### config.mk
export PLATFORM = sky130hd
export DESIGN_NAME = gate_input_debouncer
export DESIGN_NICKNAME = d
export VERILOG_FILES = /design/src/rtl/gate_pkg.sv /design/src/rtl/debounce_channel.sv /design/src/rtl/gate_input_debouncer.sv
export SDC_FILE = /design/constraint.sdc
export NUM_CORES = 1
export LEC_CHECK = 0
export CELL_PAD_IN_SITES_DETAIL_PLACEMENT = 0
export CELL_PAD_IN_SITES_GLOBAL_PLACEMENT = 1
export CORE_MARGIN = 3
export CORE_UTILIZATION = 43
export CTS_CLUSTER_DIAMETER = 150
export DETAILED_ROUTE_END_ITERATION = 6
export PLACE_DENSITY_LB_ADDON = 0.1
export SLEW_MARGIN = 30
export SYNTH_ARGS = -nofsm -noshare
export SYNTH_HDL_FRONTEND = slang
export SYNTH_SLANG_ARGS = --single-unit
### constraint.sdc
create_clock -name clk -period 2.7 [get_ports clk]
set_input_delay 0.405 -clock clk [delete_from_list [all_inputs] [get_ports clk]]
set_output_delay 0.405 -clock clk [all_outputs]
set_load 0.1 [all_outputs]
### src/rtl/gate_pkg.sv
// Shared constants and elaboration helpers for the gate-input conditioning stage.
package gate_pkg;

  localparam int DEFAULT_STABLE_CYCLES = 4;
  localparam int DEFAULT_CNT_W         = 3;

  // True when a CNT_W-bit counter can hold the terminal count STABLE_CYCLES-1.
  function automatic bit cnt_w_fits(input int stable_cycles, input int cnt_w);
    return (64'(1) << cnt_w) > 64'(stable_cycles - 1);
  endfunction

endpackage

### src/rtl/debounce_channel.sv
// One debounce lane: 2-flop synchroniser, stability filter, registered rise/fall pulses.
module debounce_channel
  import gate_pkg::*;
#(
  parameter int STABLE_CYCLES = DEFAULT_STABLE_CYCLES,
  parameter int CNT_W         = DEFAULT_CNT_W
) (
  input  logic clk,
  input  logic rst_n,
  input  logic en,
  input  logic raw,
  output logic level,
  output logic rise,
  output logic fall
);

  localparam logic [CNT_W-1:0] LP_CNT_LAST = CNT_W'(STABLE_CYCLES - 1);

  logic             r_sync1;
  logic             r_sync2;
  logic             r_level;
  logic             r_rise;
  logic             r_fall;
  logic [CNT_W-1:0] r_cnt;

  logic w_mismatch;
  logic w_accept;

  assign w_mismatch = (r_sync2 != r_level);
  assign w_accept   = en && w_mismatch && (r_cnt == LP_CNT_LAST);

  // Synchroniser keeps shifting regardless of en so no stale sample is held.
  always_ff @(posedge clk or negedge rst_n) begin
    if (!rst_n) begin
      r_sync1 <= 1'b0;
      r_sync2 <= 1'b0;
    end else begin
      r_sync1 <= raw;
      r_sync2 <= r_sync1;
    end
  end

  // Any match or acceptance clears the count, so a glitch earns no partial credit.
  always_ff @(posedge clk or negedge rst_n) begin
    if (!rst_n) begin
      r_cnt   <= '0;
      r_level <= 1'b0;
      r_rise  <= 1'b0;
      r_fall  <= 1'b0;
    end else begin
      r_rise <= w_accept &&  r_sync2;
      r_fall <= w_accept && !r_sync2;
      if (en) begin
        if (!w_mismatch || w_accept) begin
          r_cnt <= '0;
        end else begin
          r_cnt <= r_cnt + CNT_W'(1);
        end
        if (w_accept) begin
          r_level <= r_sync2;
        end
      end
    end
  end

  assign level = r_level;
  assign rise  = r_rise;
  assign fall  = r_fall;

endmodule

### src/rtl/gate_input_debouncer.sv
// Conditions two raw asynchronous levels into clean a/b operands for the downstream and_gate.
module gate_input_debouncer
  import gate_pkg::*;
#(
  parameter int STABLE_CYCLES = DEFAULT_STABLE_CYCLES,
  parameter int CNT_W         = DEFAULT_CNT_W
) (
  input  logic clk,
  input  logic rst_n,
  input  logic en,
  input  logic a_raw,
  input  logic b_raw,
  output logic a,
  output logic b,
  output logic a_rise,
  output logic a_fall,
  output logic b_rise,
  output logic b_fall
);

  if (STABLE_CYCLES < 2) begin : g_bad_stable_cycles
    $error("gate_input_debouncer: STABLE_CYCLES must be >= 2");
  end
  if (!cnt_w_fits(STABLE_CYCLES, CNT_W)) begin : g_bad_cnt_w
    $error("gate_input_debouncer: CNT_W too narrow for STABLE_CYCLES-1");
  end

  debounce_channel #(
    .STABLE_CYCLES (STABLE_CYCLES),
    .CNT_W         (CNT_W)
  ) u_chan_a (
    .clk   (clk),
    .rst_n (rst_n),
    .en    (en),
    .raw   (a_raw),
    .level (a),
    .rise  (a_rise),
    .fall  (a_fall)
  );

  debounce_channel #(
    .STABLE_CYCLES (STABLE_CYCLES),
    .CNT_W         (CNT_W)
  ) u_chan_b (
    .clk   (clk),
    .rst_n (rst_n),
    .en    (en),
    .raw   (b_raw),
    .level (b),
    .rise  (b_rise),
    .fall  (b_fall)
  );

endmodule

==> impl_metrics.json <==
{
  "worst_pin_slew_ns": 0.697,
  "first_global_vias": 416,
  "place_ws_ns": 0.852,
  "track_usage_pct": 13.0,
  "clock-sinks": 16,
  "synth_common_cells": "16 x dfrtp_1, 6 x inv_1",
  "drtIter0Drc": 8,
  "yosys.area.top_type_share_pct": 59.8,
  "antennaDiodeCount": 0,
  "hold_start": "u_chan_a.r_sync1",
  "regToRegSetupSlack_ns": 1.23,
  "die_w_um": 45.5,
  "die-height_um": 45.5,
  "dpl.hpwl_um": 902,
  "synthArstFlopShare_pct": 100,
  "crit-reg2reg-launch": "u_chan_a.r_cnt[0]",
  "synth.yosys.seq_area_share_pct": 59.8,
  "cts_made_buffers": 3,
  "finalCriticalPeriod_ns": 1.55,
  "syn_nets": 58,
  "netlist_area_um2": 669,
  "hold_path.class": "reg2reg",
  "status": "complete, no violations",
  "p_leak_nw": 0.387,
  "skew_ns": 0.000777,
  "maxSlewViolCount": 0,
  "setup_tns_ns": 0,
  "peakVddDrop_uv": 615,
  "synth_area_leader_cell": "dfrtp_1",
  "post_cts_resize_count": 0,
  "place_congestion": 0.682,
  "cts_buffer_depth": 2,
  "r2r_end": "u_chan_a.r_cnt[0]",
  "drt-pass1-iter-count": 4,
  "setup_slack_ns": 1.15,
  "io_pins": 11,
  "synth_warnings": 0,
  "avgSynthCellArea_um2": 13.7,
  "whs_endpoint": "u_chan_a.r_sync2",
  "cts_root_buf": "clkbuf_4",
  "cp-start-kind": "input pin",
  "crit_path_end_kind": "register",
  "grt_max_degree": 17,
  "hold_viol": 0,
  "fin_total_pwr_w": 0.000813,
  "grt_first_pass_wirelength_mm": 1.86,
  "wl_per_cell_um": 15.2,
  "drc_errors": 0,
  "routed_wl_mm": 1.17,
  "via_per_inst": 5.12,
  "grt_overflow": 0,
  "maxSlewHeadroom_pct": 53.4,
  "htree_levels": 1,
  "core_um2": 1380,
  "clkLatencyLatePin_ns": 0.28,
  "rows": 13,
  "syn2layout_area_growth_pct": 19.3,
  "vias": 394,
  "ys_types": 12,
  "setup_viol": 0,
  "initial_utilization_pct": 48.4,
  "crit_required_ns": 2.89,
  "cts_setup_buffers": 0,
  "synth_top_flop_cell": "dfrtp_1",
  "nNetsFinal": 72,
  "drive_gt1_share_pct": 22.6,
  "fp.dieArea_um2": 2070,
  "syn_inst": 49,
  "synth-edff-count": 0,
  "power.density_nw_per_um2": 1020,
  "max_cap_viol_count": 0,
  "crit_type": "in2reg",
  "ant_nets": 0,
  "antenna_found_initial": 0,
  "fmax_ghz": 0.645,
  "rr_worst_depth": 4,
  "clkTransAtPathRegs_ns": 0.09,
  "portBuffers": 10,
  "synth_area_leaders": "dfrtp_1 60%, ha_1 7.5%, or3b_1 5.2%",
  "critPathMaxFanout": 14,
  "whs_path_depth": 0,
  "cts_hold_buf": 0,
  "min_period_over_period_pct": 57.5,
  "cts_tree": "yes",
  "synth_most_common_cell": "dfrtp_1",
  "critPathArrivalTime_ns": 1.75,
  "rsz0062_at_grt": "false",
  "synth_seq_cells": 16
}
[critical path, cell delays in order]
cell and delay (ns):
clkdlybuf4s50_1 0.81, or3b_1 0.40, o22ai_1 0.12
[worst max-delay path by stage]
stage                         startpoint                end  slack, ns  cells after the start
after floorplan           u_chan_b.level  u_chan_b.r_cnt[1]       1.15                      2
after global placement                en  u_chan_a.r_cnt[0]       0.95                      3
final                                 en  u_chan_a.r_cnt[0]       1.15                      3
after CTS                             en  u_chan_b.r_cnt[2]       1.16                      3
after detailed placement              en  u_chan_b.r_cnt[2]       0.85                      3
after global routing                  en  u_chan_b.r_cnt[2]       1.08                      3
[layer usage]
| layer | global-route usage, % | up-vias | share of wire [%] | routed length, um |
|---|---|---|---|---|
| met3 | 2.37 | 0 | 3.2 | 37 |
| met5 | 0 | - | 0 | 0 |
| li1 | - | 199 | - | - |
| met2 | 21.4 | 5 | 54 | 630 |
| met4 | 7.02 | 0 | 0 | 0 |
| met1 | 15.8 | 190 | 43 | 501 |
[cell usage in the layout (no fill, tap or decap)]
cell             instances
nand2_4                  2
xnor2_1                  2
clkbuf_8                 1
ha_1                     4
buf_4                    6
nor3b_1                  4
nand2_1                  2
dfrtp_1                 16
inv_1                    6
clkbuf_4                 3
or3b_1                   4
clkdlybuf4s50_1          4
mux2_4                   2
o32ai_1                  2
o22ai_1                  4
[power breakdown]
part / switching (W) / internal [W] / leakage [nW]
registers: 0.0000449 / 0.000294 / 0.207
clock network: 0.0000724 / 0.0000819 / 0.0210
logic: 0.000207 / 0.000113 / 0.159
total: 0.000324 / 0.000489 / 0.387
[stage by stage]
| stage | cell area [um^2] | hold WS, ns | std cells | util (%) |
|---|---|---|---|---|
| final | 798 | 0.373 | 77 | 57.7 |
| after CTS | 798 | 0.380 | 77 | 57.7 |
| after global routing | 798 | 0.386 | 77 | 57.7 |
| after floorplan | 669 | 0.109 | 49 | - |
| after global placement | 762 | 0.338 | 73 | 55.1 |
| after detailed placement | 762 | 0.356 | 73 | 55.1 |
[final cells by class]
class	instances	area (um^2)
inverter	6	22.5
sequential	16	400
clock buffer	4	36.3
tap	15	18.8
fill	104	584
multi-input combinational	26	235
timing repair buffer	10	85.1
[kinds of logic after synthesis]
group                    Yosys count  share of synthesized area, %
adder cells (fa/ha/maj)            4                          7.48
AO/OA/AOI/OAI                      6                          6.36
multiplexers                       2                          4.49
XOR/XNOR                           2                          2.62
AND/OR/NAND/NOR                   12                          14.2
buffers and inverters              7                          5.05
flip-flops                        16                          59.8
[flip-flops by register name, summed over array words and instances, names as in the netlist]
name,cells
u_chan_a.fall,1
u_chan_a.level,1
u_chan_a.r_cnt,3
u_chan_a.r_sync1,1
u_chan_a.r_sync2,1
u_chan_a.rise,1
u_chan_b.fall,1
u_chan_b.level,1
u_chan_b.r_cnt,3
u_chan_b.r_sync1,1
u_chan_b.r_sync2,1
u_chan_b.rise,1
Note: power is estimated with default switching activity, not from simulation.
